<file path="config.mk">
export PLATFORM = sky130hd
export DESIGN_NAME = fetch_sequencer
export DESIGN_NICKNAME = d
export VERILOG_FILES = /design/src/rtl/fetch_sequencer.sv
export SDC_FILE = /design/constraint.sdc
export NUM_CORES = 1
export LEC_CHECK = 0
export ABC_CLOCK_PERIOD_IN_PS = 8119
export BUFFER_PORTS_ARGS = -buffer_cell sky130_fd_sc_hd__buf_2
export CAP_MARGIN = 20
export CELL_PAD_IN_SITES_DETAIL_PLACEMENT = 1
export CELL_PAD_IN_SITES_GLOBAL_PLACEMENT = 2
export CORE_ASPECT_RATIO = 2
export CORE_MARGIN = 2
export CORE_UTILIZATION = 32
export CTS_CLUSTER_SIZE = 20
export DETAILED_ROUTE_END_ITERATION = 16
export PLACE_DENSITY_LB_ADDON = 0.1
export SLEW_MARGIN = 15
export SYNTH_ARGS = -nofsm -noshare
export SYNTH_HDL_FRONTEND = slang
export SYNTH_SLANG_ARGS = --single-unit
</file>
<file path="constraint.sdc">
create_clock -name clk -period 8.12 [get_ports clk]
set_clock_uncertainty 0.2 [all_clocks]
set_input_delay 0.812 -clock clk [delete_from_list [all_inputs] [get_ports clk]]
set_output_delay 0.812 -clock clk [all_outputs]
set_load 0.05 [all_outputs]
</file>
<file path="src/rtl/fetch_sequencer.sv">
// Dual-issue fetch controller for the interleaved two-bank program ROM.
// Holds the halfword PC, steers both ROM banks into two issue slots and tracks retirement.
module fetch_sequencer #(
    parameter logic [14:0] RESET_PC = 15'h0000,
    parameter logic [14:0] PROG_END = 15'h001A,
    parameter bit          DUAL_EN  = 1'b1
) (
    input  logic        clk,
    input  logic        rst,
    input  logic [1:0]  consume,
    input  logic        stall,
    input  logic        branch_valid,
    input  logic [14:0] branch_target,
    input  logic        halt_req,
    output logic [13:0] Rom_addr_in,
    output logic        pc_1,
    output logic        sel_mem_1,
    output logic [1:0]  sel_mem_0,
    output logic [14:0] fetch_pc,
    output logic        valid_0,
    output logic        valid_1,
    output logic [15:0] retired,
    output logic        err
);

    typedef enum logic [1:0] {
        ST_BOOT  = 2'd0,
        ST_RUN   = 2'd1,
        ST_FLUSH = 2'd2,
        ST_HALT  = 2'd3
    } state_t;

    state_t      state_r;
    state_t      state_s;
    logic [14:0] pc_r;
    logic [14:0] pc_s;
    logic [15:0] retired_r;
    logic [15:0] retired_s;
    logic        err_r;
    logic        err_s;
    logic        valid_0_r;
    logic        valid_1_r;
    logic [1:0]  valid_s;
    logic [1:0]  avail_s;
    logic        bad_consume_s;
    logic [16:0] retire_sum_s;

    // Slot validity for a given state and PC; pc+1 is widened so 0x7FFF cannot wrap into range.
    function automatic logic [1:0] slot_valid(input state_t st, input logic [14:0] pc);
        logic [1:0] v;
        if (st == ST_RUN) begin
            v[0] = (pc <= PROG_END);
            v[1] = DUAL_EN && (({1'b0, pc} + 16'd1) <= {1'b0, PROG_END}) && (pc != 15'h7FFF);
        end else begin
            v = 2'b00;
        end
        return v;
    endfunction

    // Next-state, next-PC, retirement and error evaluation.
    always_comb begin
        state_s       = state_r;
        pc_s          = pc_r;
        retired_s     = retired_r;
        err_s         = err_r;
        avail_s       = {1'b0, valid_0_r} + {1'b0, valid_1_r};
        bad_consume_s = (consume == 2'd3) || (consume > avail_s);
        retire_sum_s  = {1'b0, retired_r} + {15'd0, consume};

        if ((state_r == ST_RUN) && !stall) begin
            if (bad_consume_s) begin
                err_s = 1'b1;
            end else begin
                retired_s = retire_sum_s[16] ? 16'hFFFF : retire_sum_s[15:0];
            end
        end else begin
            err_s = err_r;
        end

        case (state_r)
            ST_BOOT: begin
                state_s = ST_RUN;
            end
            ST_RUN, ST_FLUSH: begin
                if (branch_valid) begin
                    pc_s    = branch_target;
                    state_s = ST_FLUSH;
                end else if (halt_req) begin
                    state_s = ST_HALT;
                end else begin
                    state_s = ST_RUN;
                    if ((state_r == ST_RUN) && !stall && !bad_consume_s) begin
                        pc_s = pc_r + {13'd0, consume};
                    end else begin
                        pc_s = pc_r;
                    end
                end
            end
            ST_HALT: begin
                if (branch_valid) begin
                    pc_s    = branch_target;
                    state_s = ST_FLUSH;
                end else begin
                    state_s = ST_HALT;
                end
            end
            default: begin
                state_s = ST_BOOT;
            end
        endcase

        valid_s = slot_valid(state_s, pc_s);
    end

    // State, PC, counters and slot-valid registers.
    always_ff @(posedge clk) begin
        if (rst) begin
            state_r   <= ST_BOOT;
            pc_r      <= RESET_PC;
            retired_r <= 16'd0;
            err_r     <= 1'b0;
            valid_0_r <= 1'b0;
            valid_1_r <= 1'b0;
        end else begin
            state_r   <= state_s;
            pc_r      <= pc_s;
            retired_r <= retired_s;
            err_r     <= err_s;
            valid_0_r <= valid_s[0];
            valid_1_r <= valid_s[1];
        end
    end

    // Odd PC puts slot 0 in bank 1 and slot 1 in bank 0 of the next row.
    assign Rom_addr_in = pc_r[14:1];
    assign pc_1        = pc_r[0];
    assign sel_mem_1   = ~pc_r[0];
    assign sel_mem_0   = pc_r[0] ? 2'd2 : 2'd0;
    assign fetch_pc    = pc_r;
    assign valid_0     = valid_0_r;
    assign valid_1     = valid_1_r;
    assign retired     = retired_r;
    assign err         = err_r;

endmodule

</file>
==> impl_metrics.py, run 1 <==
metrics = {
    "outcome": {
        "outcome": "finished, final reports clean",
    },
    "logic_synthesis": {
        "synthArstFlopShare_pct": 0,
        "synth_area_um2": 2854,
        "synth_cells": 367,
        "synth_edf_count": 0,
        "ys_seq_area_share_pct": 25.25,
        "ys_ff_latch": 36,
        "syn_nets": 404,
        "ys.flop_type": "dfxtp_1",
        "synthDistinctLibCells": 71,
        "synth.avg_cell_area_um2": 7.777,
        "ys.warnings.count": 0,
    },
    "route": {
        "drtPass1Iterations": 4,
        "drt_iter0_drc": 170,
        "vias": 2966,
        "wire_per_inst_um": 20.40,
        "wl_um": 10510,
        "vias_per_cell": 5.759,
        "drc_errors": 0,
        "ant_nets": 0,
    },
    "critical_path": {
        "cp_max_fo": 24,
        "worstSetupStartpointType": "primary input",
        "cp_slowest_cell": "o21a_1",
        "critPathArrivalTime_ns": 4.27,
        "cp_common_cell": "ha_1",
        "cp.required_ns": 8.09,
        "worstSetupPathType": "in2reg",
        "slowest_delay_ns": 0.74,
        "cp_cell_sequence": "buf_2 > ha_1 > nor2b_1 > o21a_1 > o311ai_1 > o221ai_1 > inv_1 > ha_1 > nor2_1 > nand2_1 > nor4b_1 > nor3_1 > o211ai_1 > nor4_2",
        "endpoint_kind": "flip-flop",
    },
    "die": {
        "io_pins": 74,
        "die_area_um2": 9736,
        "start_util_pct": 33.00,
        "die_h_um": 137.6,
        "core-area_um2": 8648,
        "std_cell_rows": 48,
        "die_w_um": 70.78,
    },
    "sta": {
        "fmax_mhz": 232.6,
        "maxSlewHeadroom_pct": 39.42,
        "final.setup.tns_ns": 0,
        "layout_setup_ws_ns": 3.820,
        "drv_slew": 0,
        "final_hold_viol_count": 0,
        "setup_viol": 0,
        "holdWs_ns": 0.2710,
        "finalCritPeriodShare_pct": 52.96,
        "worst_slew_pin_slew_ns": 0.9086,
        "final.min_clock_period_ns": 4.300,
        "rsz0062_at_grt": "no",
    },
    "clocking": {
        "clock-sinks": 36,
        "root_buffer": "clkbuf_16",
        "path_clk_slew_ns": 0.06,
        "cts_max_path_buffers": 2,
        "hold_buffers": 0,
        "tritoncts.num_buffers": 5,
        "htree_levels": 2,
        "cts_tree": "done",
        "insertion_delay_ns": 0.29,
        "post-cts-setup-buffer-count": 0,
        "cts.repair.resized": 0,
    },
    "placed_design": {
        "dp_slack_ns": 3.544,
        "port_buffers": 72,
        "placed_cell_area_um2": 3147,
        "dp_cells": 507,
        "gp_congestion": 0.8923,
        "hpwl_um": 8263,
    },
    "finish": {
        "antenna_cells": 0,
        "stdcell_area_um2": 3314,
        "final_cells": 515,
        "layout.nets": 451,
        "drive_gt1_share_pct": 24.10,
        "final_util_pct": 38.32,
        "fill_cells": 1089,
        "areaGrowthSynthToFinish_pct": 16.13,
    },
    "global_routing": {
        "grt_pass1_vias": 3061,
        "grt_pass1_wl_um": 16340,
        "grt_max_degree": 36,
        "gr-total-overflow": 0,
        "grt_antenna_before_repair": 0,
        "grtUsageTotal_pct": 22.03,
    },
    "power_and_ir_drop": {
        "powerDensity_nw_per_um2": 186.7,
        "leakagePower_nw": 1.417,
        "power_uw": 618.9,
        "ir_drop_v": 0.0001120,
    },
    "job": {
        "maxCapViolations": 0,
    },
    "hold_path": {
        "hold_path.class": "reg2reg",
    },
}
==> cell usage after synthesis (all sizes together), types with 4 or more instances <==
master	number	share of area [%]
or3	4	0.88
nand3	20	3.5
xnor2	6	1.8
nand2	22	2.9
and2	4	0.96
dfxtp	36	25
mux2i	8	2.8
nand4	10	2.2
buf	23	5.8
and3	7	1.6
inv	19	2.5
nor2b	6	1.3
nor2	46	6.1
nor4	10	3.2
a21oi	18	3.2
xor2	7	2.1
o21ai	10	1.8
a31oi	8	2.0
nor3	21	3.9
ha	13	5.7
a222oi	4	1.4
clkbuf	11	1.4
==> cell usage in the layout, fill, tap and decap left out, types with 4 or more instances in the layout <==
master / synthesis / routed
nand3_1: 20 / 20
nor2b_1: 6 / 6
a222oi_1: 4 / 4
dfxtp_1: 36 / 36
nor3_1: 20 / 20
a21oi_1: 18 / 18
nand2_1: 22 / 22
xnor2_1: 6 / 6
nor2_1: 45 / 45
mux2i_1: 8 / 8
or3_1: 4 / 4
a31oi_1: 7 / 7
buf_2: 4 / 72
clkbuf_16: 0 / 5
inv_1: 17 / 17
nor4_1: 7 / 7
and3_1: 6 / 6
o21ai_0: 9 / 9
ha_1: 13 / 13
xor2_1: 7 / 7
nand4_1: 10 / 10
==> where the power goes <==
group	leakage, nW	internal (mW)	total (mW)	switching (mW)
Sequential	0.292	0.185	0.198	0.0127
Combinational	1.04	0.0535	0.195	0.141
Clock	0.0798	0.144	0.226	0.0819
Total	1.42	0.383	0.619	0.236
==> sequential cells by signal, indices dropped and copies added, names as in the netlist <==
signal	cells
fetch_pc	15
valid_0	1
err	1
state_r	2
valid_1	1
retired	16
==> cell type report <==
type,instances,area (um^2),area share (%)
well taps,100,125.1,3.775
clock buffers,5,125.1,3.775
inverters,19,71.32,2.152
repair buffers,74,375.4,11.33
clock inverters,3,42.54,1.284
flip-flops and latches,36,720.7,21.74
multi-input cells,278,1854,55.95
==> final timing paths <==
path              to  depth (start not counted)  slack [ns]        from
max reg2reg  valid_1                         15        3.92     valid_1
min reg2reg      err                          2        0.27         err
max          valid_1                         14        3.82  consume[1]
min              err                          2        0.27         err
==> critical path: cells and delay by family <==
family | cells | cell delay, ns
AO/OA/AOI/OAI | 4 | 1.62
AND/OR/NAND/NOR | 6 | 0.88
adder cells (fa/ha/maj) | 2 | 0.63
buffers and inverters | 2 | 0.31
==> metal layers <==
layer	GRT usage [%]	part of all wire (%)
met5	0	0
met4	9.748	3.7
met3	2.707	3.6
met2	44.70	58
met1	21.31	35
==> cells by family after synthesis <==
| family | after synthesis | share of synthesized area (%) |
|---|---|---|
| adder cells (fa/ha/maj) | 15 | 7.102 |
| AND/OR/NAND/NOR | 164 | 30.78 |
| XOR/XNOR | 13 | 3.990 |
| multiplexers | 9 | 3.200 |
| flip-flops | 36 | 25.25 |
| buffers and inverters | 53 | 9.776 |
| AO/OA/AOI/OAI | 76 | 19.77 |
| other | 1 | 0.1314 |
Power figures use the tool's default switching activity.
==> run 2, diff against run 1 <==
--- a/config.mk
+++ b/config.mk
@@ -5,14 +5,14 @@
 export SDC_FILE = /design/constraint.sdc
 export NUM_CORES = 1
 export LEC_CHECK = 0
-export ABC_CLOCK_PERIOD_IN_PS = 8119
+export ABC_CLOCK_PERIOD_IN_PS = 4000
 export BUFFER_PORTS_ARGS = -buffer_cell sky130_fd_sc_hd__buf_2
 export CAP_MARGIN = 20
 export CELL_PAD_IN_SITES_DETAIL_PLACEMENT = 1
 export CELL_PAD_IN_SITES_GLOBAL_PLACEMENT = 2
 export CORE_ASPECT_RATIO = 2
 export CORE_MARGIN = 2
-export CORE_UTILIZATION = 32
+export CORE_UTILIZATION = 30
 export CTS_CLUSTER_SIZE = 20
 export DETAILED_ROUTE_END_ITERATION = 16
 export PLACE_DENSITY_LB_ADDON = 0.1
==> constraint.sdc (replaced) <==
create_clock -name clk -period 4 [get_ports clk]
set_clock_uncertainty 0.2 [all_clocks]
set_input_delay 0.4 -clock clk [delete_from_list [all_inputs] [get_ports clk]]
set_output_delay 0.4 -clock clk [all_outputs]
set_load 0.05 [all_outputs]
==> run 2 against run 1 <==
- power rose by 98%
- critical path type is now reg2reg
- sequential cell count is the same
- via count rose by 2.8%
- cell area grew 4.3%
- final cell count is 5.0% higher
- worst hold slack lost 0.0091 ns
- global-route usage grew 0.44 points
- routed wire length increased by 3.8%
- register-to-register slack lost 3.6 ns
- largest cell class unchanged
- critical path depth down 2
==> impl_metrics.py, run 2 (synthesized netlist as in run 1, its figures left out) <==
metrics = {
    "critical_path": {
        "endpoint_kind": "flip-flop",
        "cp_max_fo": 6,
        "cp_slowest_cell": "o31ai_2",
        "cp.required_ns": 4.00,
        "worstSetupStartpointType": "flip-flop",
        "cp_cell_sequence": "ha_1 > inv_1 > fa_1 > nor2b_1 > nand4_1 > o311a_1 > o31ai_2 > inv_1 > a311o_1 > o31ai_1 > o211ai_1 > nor4_2",
        "cp_common_cell": "inv_1",
        "critPathArrivalTime_ns": 3.65,
        "slowest_delay_ns": 0.53,
        "crit_family": "compound AO/OA/AOI/OAI gates",
        "crit_buf_inv": 2,
        "worstSetupPathType": "reg2reg",
    },
    "sta": {
        "finalCritPeriodShare_pct": 91.17,
        "layout_setup_ws_ns": 0.3530,
        "rsz0062_at_grt": "no",
        "final_hold_viol_count": 0,
        "setup_viol": 0,
        "final.min_clock_period_ns": 3.647,
        "worst_slew_pin_slew_ns": 0.7150,
        "maxSlewHeadroom_pct": 52.33,
        "final.setup.tns_ns": 0,
        "fmax_mhz": 274.2,
        "drv_slew": 0,
    },
    "clocking": {
        "insertion_delay_ns": 0.29,
        "hold_buffers": 0,
        "htree_levels": 2,
        "cts_max_path_buffers": 2,
        "cts_tree": "done",
        "tritoncts.num_buffers": 5,
        "clock-sinks": 36,
        "path_clk_slew_ns": 0.06,
        "root_buffer": "clkbuf_16",
    },
    "global_routing": {
        "grt_pass1_vias": 3297,
        "grtUsageTotal_pct": 22.47,
        "grt_pass1_wl_um": 17560,
        "gr-total-overflow": 0,
        "grt_antenna_before_repair": 0,
        "grt_max_degree": 36,
    },
    "finish": {
        "areaGrowthSynthToFinish_pct": 21.18,
        "stdcell_area_um2": 3458,
        "final_util_pct": 37.10,
        "final_common_cell": "buf_2",
        "drive_gt1_share_pct": 27.46,
        "antenna_cells": 0,
        "mostFrequentLayoutCells": "buf_2, nor2_1, dfxtp_1",
        "largest_register_ffs": 16,
        "layout.nets": 473,
    },
    "outcome": {
        "outcome": "finished, final reports clean",
    },
    "die": {
        "die_area_um2": 10360,
        "core-area_um2": 9321,
        "die_h_um": 141.9,
        "std_cell_rows": 50,
        "start_util_pct": 30.62,
        "die_w_um": 72.97,
        "io_pins": 74,
    },
    "placed_design": {
        "placed_cell_area_um2": 3309,
        "gp_congestion": 0.8366,
        "hpwl_um": 8851,
        "dp_slack_ns": 0.1776,
        "port_buffers": 72,
    },
    "power_and_ir_drop": {
        "leakagePower_nw": 1.510,
        "ir_drop_v": 0.0002530,
        "powerDensity_nw_per_um2": 354.6,
    },
    "route": {
        "ant_nets": 0,
        "wl_um": 10910,
        "wire_per_inst_um": 20.16,
        "drc_errors": 0,
        "drtPass1Iterations": 4,
        "vias_per_cell": 5.636,
        "drt_iter0_drc": 126,
        "vias": 3049,
    },
    "job": {
        "maxCapViolations": 0,
    },
    "hold_path": {
        "hold_path.class": "in2reg",
    },
}
## run 2: cell types whose count changed in the layout (fill, tap and decap cells not counted)
cell,delta
clkinvlp_4,-1
clkinv_4,+1
bufinv_16,-1
buf_4,+22
clkinv_2,-1
clkbuf_1,+2
## run 2: what timing repair did
item / CTS / global route
resized for setup: 0 / 0
buffers inserted: 0 / 1
endpoints found under the setup margin: 0 / 2
## run 2: power by group
part / switching (mW) / internal [mW]
clock network: 0.163 / 0.233
registers: 0.0208 / 0.376
logic: 0.300 / 0.134
total: 0.484 / 0.743
## run 2: tightest hold or removal path: stages
cell	delay (ns)
buf_2	0.08
a222oi_1	0.12
nor2_1	0.11
## run 2: worst paths after layout
check / start / to / slack, ns / cells after the start
max: fetch_pc[0] / valid_1 / 0.35 / 12
min: branch_target[9] / fetch_pc[9] / 0.26 / 3
max reg2reg: fetch_pc[0] / valid_1 / 0.35 / 12
min reg2reg: err / err / 0.27 / 2
## run 2: metrics by stage
step	total power, mW	instances	hold slack (ns)
floorplan	0.7018	367	0.3987
global placement	0.8339	532	0.2494
detailed placement	0.8394	532	0.2682
CTS	1.246	540	0.2650
global route	1.290	541	0.3158
finish	1.226	541	0.2619
## run 2: layout make-up
cell class,instances,area [um^2]
Clock buffer,7,132.6
Clock inverter,1,8.758
Fill cell,1180,5863
Inverter,19,71.32
Multi-Input combinational cell,278,1854
Sequential cell,36,720.7
Tap cell,104,130.1
Timing Repair Buffer,96,540.5
## run 2: per-layer routing
metal	share of wire, %	GRT usage (%)	vias up
met4	5.3	12.09	0
met5	0	0	-
met2	57	43.40	84
met1	34	22.03	1474
li1	-	-	1464
met3	3.5	2.762	27
==> run 3, diff against run 2 <==
--- a/config.mk
+++ b/config.mk
@@ -10,7 +10,6 @@
 export CAP_MARGIN = 20
 export CELL_PAD_IN_SITES_DETAIL_PLACEMENT = 1
 export CELL_PAD_IN_SITES_GLOBAL_PLACEMENT = 2
-export CORE_ASPECT_RATIO = 2
 export CORE_MARGIN = 2
 export CORE_UTILIZATION = 30
 export CTS_CLUSTER_SIZE = 20
==> run 3 against run 2 <==
- register-to-register slack worse by 0.099 ns
- non-clock buffer count down 4
- cell area fell by 1.2%
- power shrank 10%
- global-route usage decreased by 2.9 points
- count of clock-buffer cells in the layout stayed put
- combinational power shrank 5.8%
==> impl_metrics.py, run 3 (synthesized netlist as in run 1, its figures left out) <==
metrics = {
    "finish": {
        "layout.nets": 469,
        "final_common_cell": "buf_2",
        "areaGrowthSynthToFinish_pct": 19.77,
        "antenna_cells": 0,
        "drive_gt1_share_pct": 27.25,
        "largest_register_ffs": 16,
        "mostFrequentLayoutCells": "buf_2, nor2_1, dfxtp_1",
    },
    "route": {
        "vias_per_cell": 5.306,
        "wl_um": 9820,
        "wire_per_inst_um": 17.47,
        "vias": 2982,
        "drt_iter0_drc": 191,
        "ant_nets": 0,
        "drc_errors": 0,
        "drtPass1Iterations": 4,
    },
    "sta": {
        "finalCritPeriodShare_pct": 93.64,
        "fmax_mhz": 267.0,
        "layout_setup_ws_ns": 0.2544,
        "rsz0062_at_grt": "no",
        "worst_slew_pin_slew_ns": 0.7359,
        "maxSlewHeadroom_pct": 50.94,
        "final_hold_viol_count": 0,
        "final.min_clock_period_ns": 3.746,
        "final.setup.tns_ns": 0,
        "drv_slew": 0,
        "setup_viol": 0,
    },
    "die": {
        "core-area_um2": 9240,
        "io_pins": 74,
        "start_util_pct": 30.89,
        "die_h_um": 101.5,
        "die_area_um2": 10310,
        "die_w_um": 101.5,
        "std_cell_rows": 35,
    },
    "clocking": {
        "clock-sinks": 36,
        "path_clk_slew_ns": 0.09,
        "htree_levels": 2,
        "cts_tree": "done",
        "root_buffer": "clkbuf_8",
        "insertion_delay_ns": 0.30,
        "tritoncts.num_buffers": 5,
        "hold_buffers": 0,
        "cts_max_path_buffers": 2,
    },
    "placed_design": {
        "port_buffers": 72,
        "dp_slack_ns": 0.05551,
        "hpwl_um": 7612,
        "gp_congestion": 0.8454,
    },
    "critical_path": {
        "critPathArrivalTime_ns": 3.70,
        "worstSetupPathType": "reg2reg",
        "cp.required_ns": 3.95,
        "worstSetupStartpointType": "flip-flop",
        "cp_max_fo": 13,
        "endpoint_kind": "flip-flop",
    },
    "power_and_ir_drop": {
        "powerDensity_nw_per_um2": 321.3,
        "ir_drop_v": 0.0001302,
        "leakagePower_nw": 1.469,
    },
    "global_routing": {
        "grtUsageTotal_pct": 19.60,
        "grt_pass1_wl_um": 15570,
        "grt_pass1_vias": 2866,
        "gr-total-overflow": 0,
        "grt_max_degree": 36,
        "grt_antenna_before_repair": 0,
    },
    "outcome": {
        "outcome": "finished, final reports clean",
    },
    "hold_path": {
        "hold_path.class": "in2reg",
    },
    "job": {
        "maxCapViolations": 0,
    },
}
[run 3: per-stage QoR]
stage,power (mW),instance area (um^2),util [%],std cells,hold WS [ns]
3_3_place_gp,0.8107,3311,35.83,553,0.2473
5_1_grt,1.168,3418,36.99,562,0.2773
3_5_place_dp,0.8137,3311,35.83,553,0.2727
6_report,1.098,3418,36.99,562,0.2341
2_1_floorplan,0.7018,2854,-,367,0.3987
4_1_cts,1.113,3405,36.85,561,0.2248
[run 3: what timing repair did]
item | CTS | global route
setup buffers | 0 | 1
resized for setup | 0 | 1
setup endpoints to repair | 0 | 2
[run 3: routing by layer]
metal	GRT usage [%]	up-vias	part of all wire [%]
met4	4.054	0	0.82
met3	3.175	5	4.2
li1	-	1460	-
met2	29.05	74	43
met5	0	-	0
met1	29.73	1443	52
[run 3: where the power goes]
group | switching [mW] | internal [mW] | total (mW) | leakage (nW)
Sequential | 0.0235 | 0.376 | 0.399 | 0.292
Combinational | 0.285 | 0.124 | 0.409 | 1.13
Clock | 0.150 | 0.140 | 0.290 | 0.0445
[run 3: worst paths after layout]
check / start / to / slack [ns] / depth (start not counted)
setup / recovery: valid_1 / valid_0 / 0.25 / 11
hold / removal: branch_target[9] / fetch_pc[9] / 0.23 / 3
setup reg to reg: valid_1 / valid_0 / 0.25 / 11
hold reg to reg: err / err / 0.27 / 2
[run 3: area by class of cell]
class,instances,area (um^2)
Tap cell,129,161.4
Clock inverter,1,7.507
Sequential cell,36,720.7
Fill cell,1167,5822
Timing Repair Buffer,92,510.5
Clock buffer,7,86.33
Multi-Input combinational cell,278,1861
Inverter,19,71.32
[run 3: worst max-delay path, cell delays in order, from the launching register on]
cell and delay [ns]:
dfxtp_1 0.34, ha_1 0.14, inv_1 0.04, ha_1 0.27
nor2b_1 0.15, o21a_1 0.31, buf_4 0.26, nor4b_1 0.45
mux2i_1 0.13, a222oi_1 0.62, nand3_1 0.22, a2111oi_0 0.46
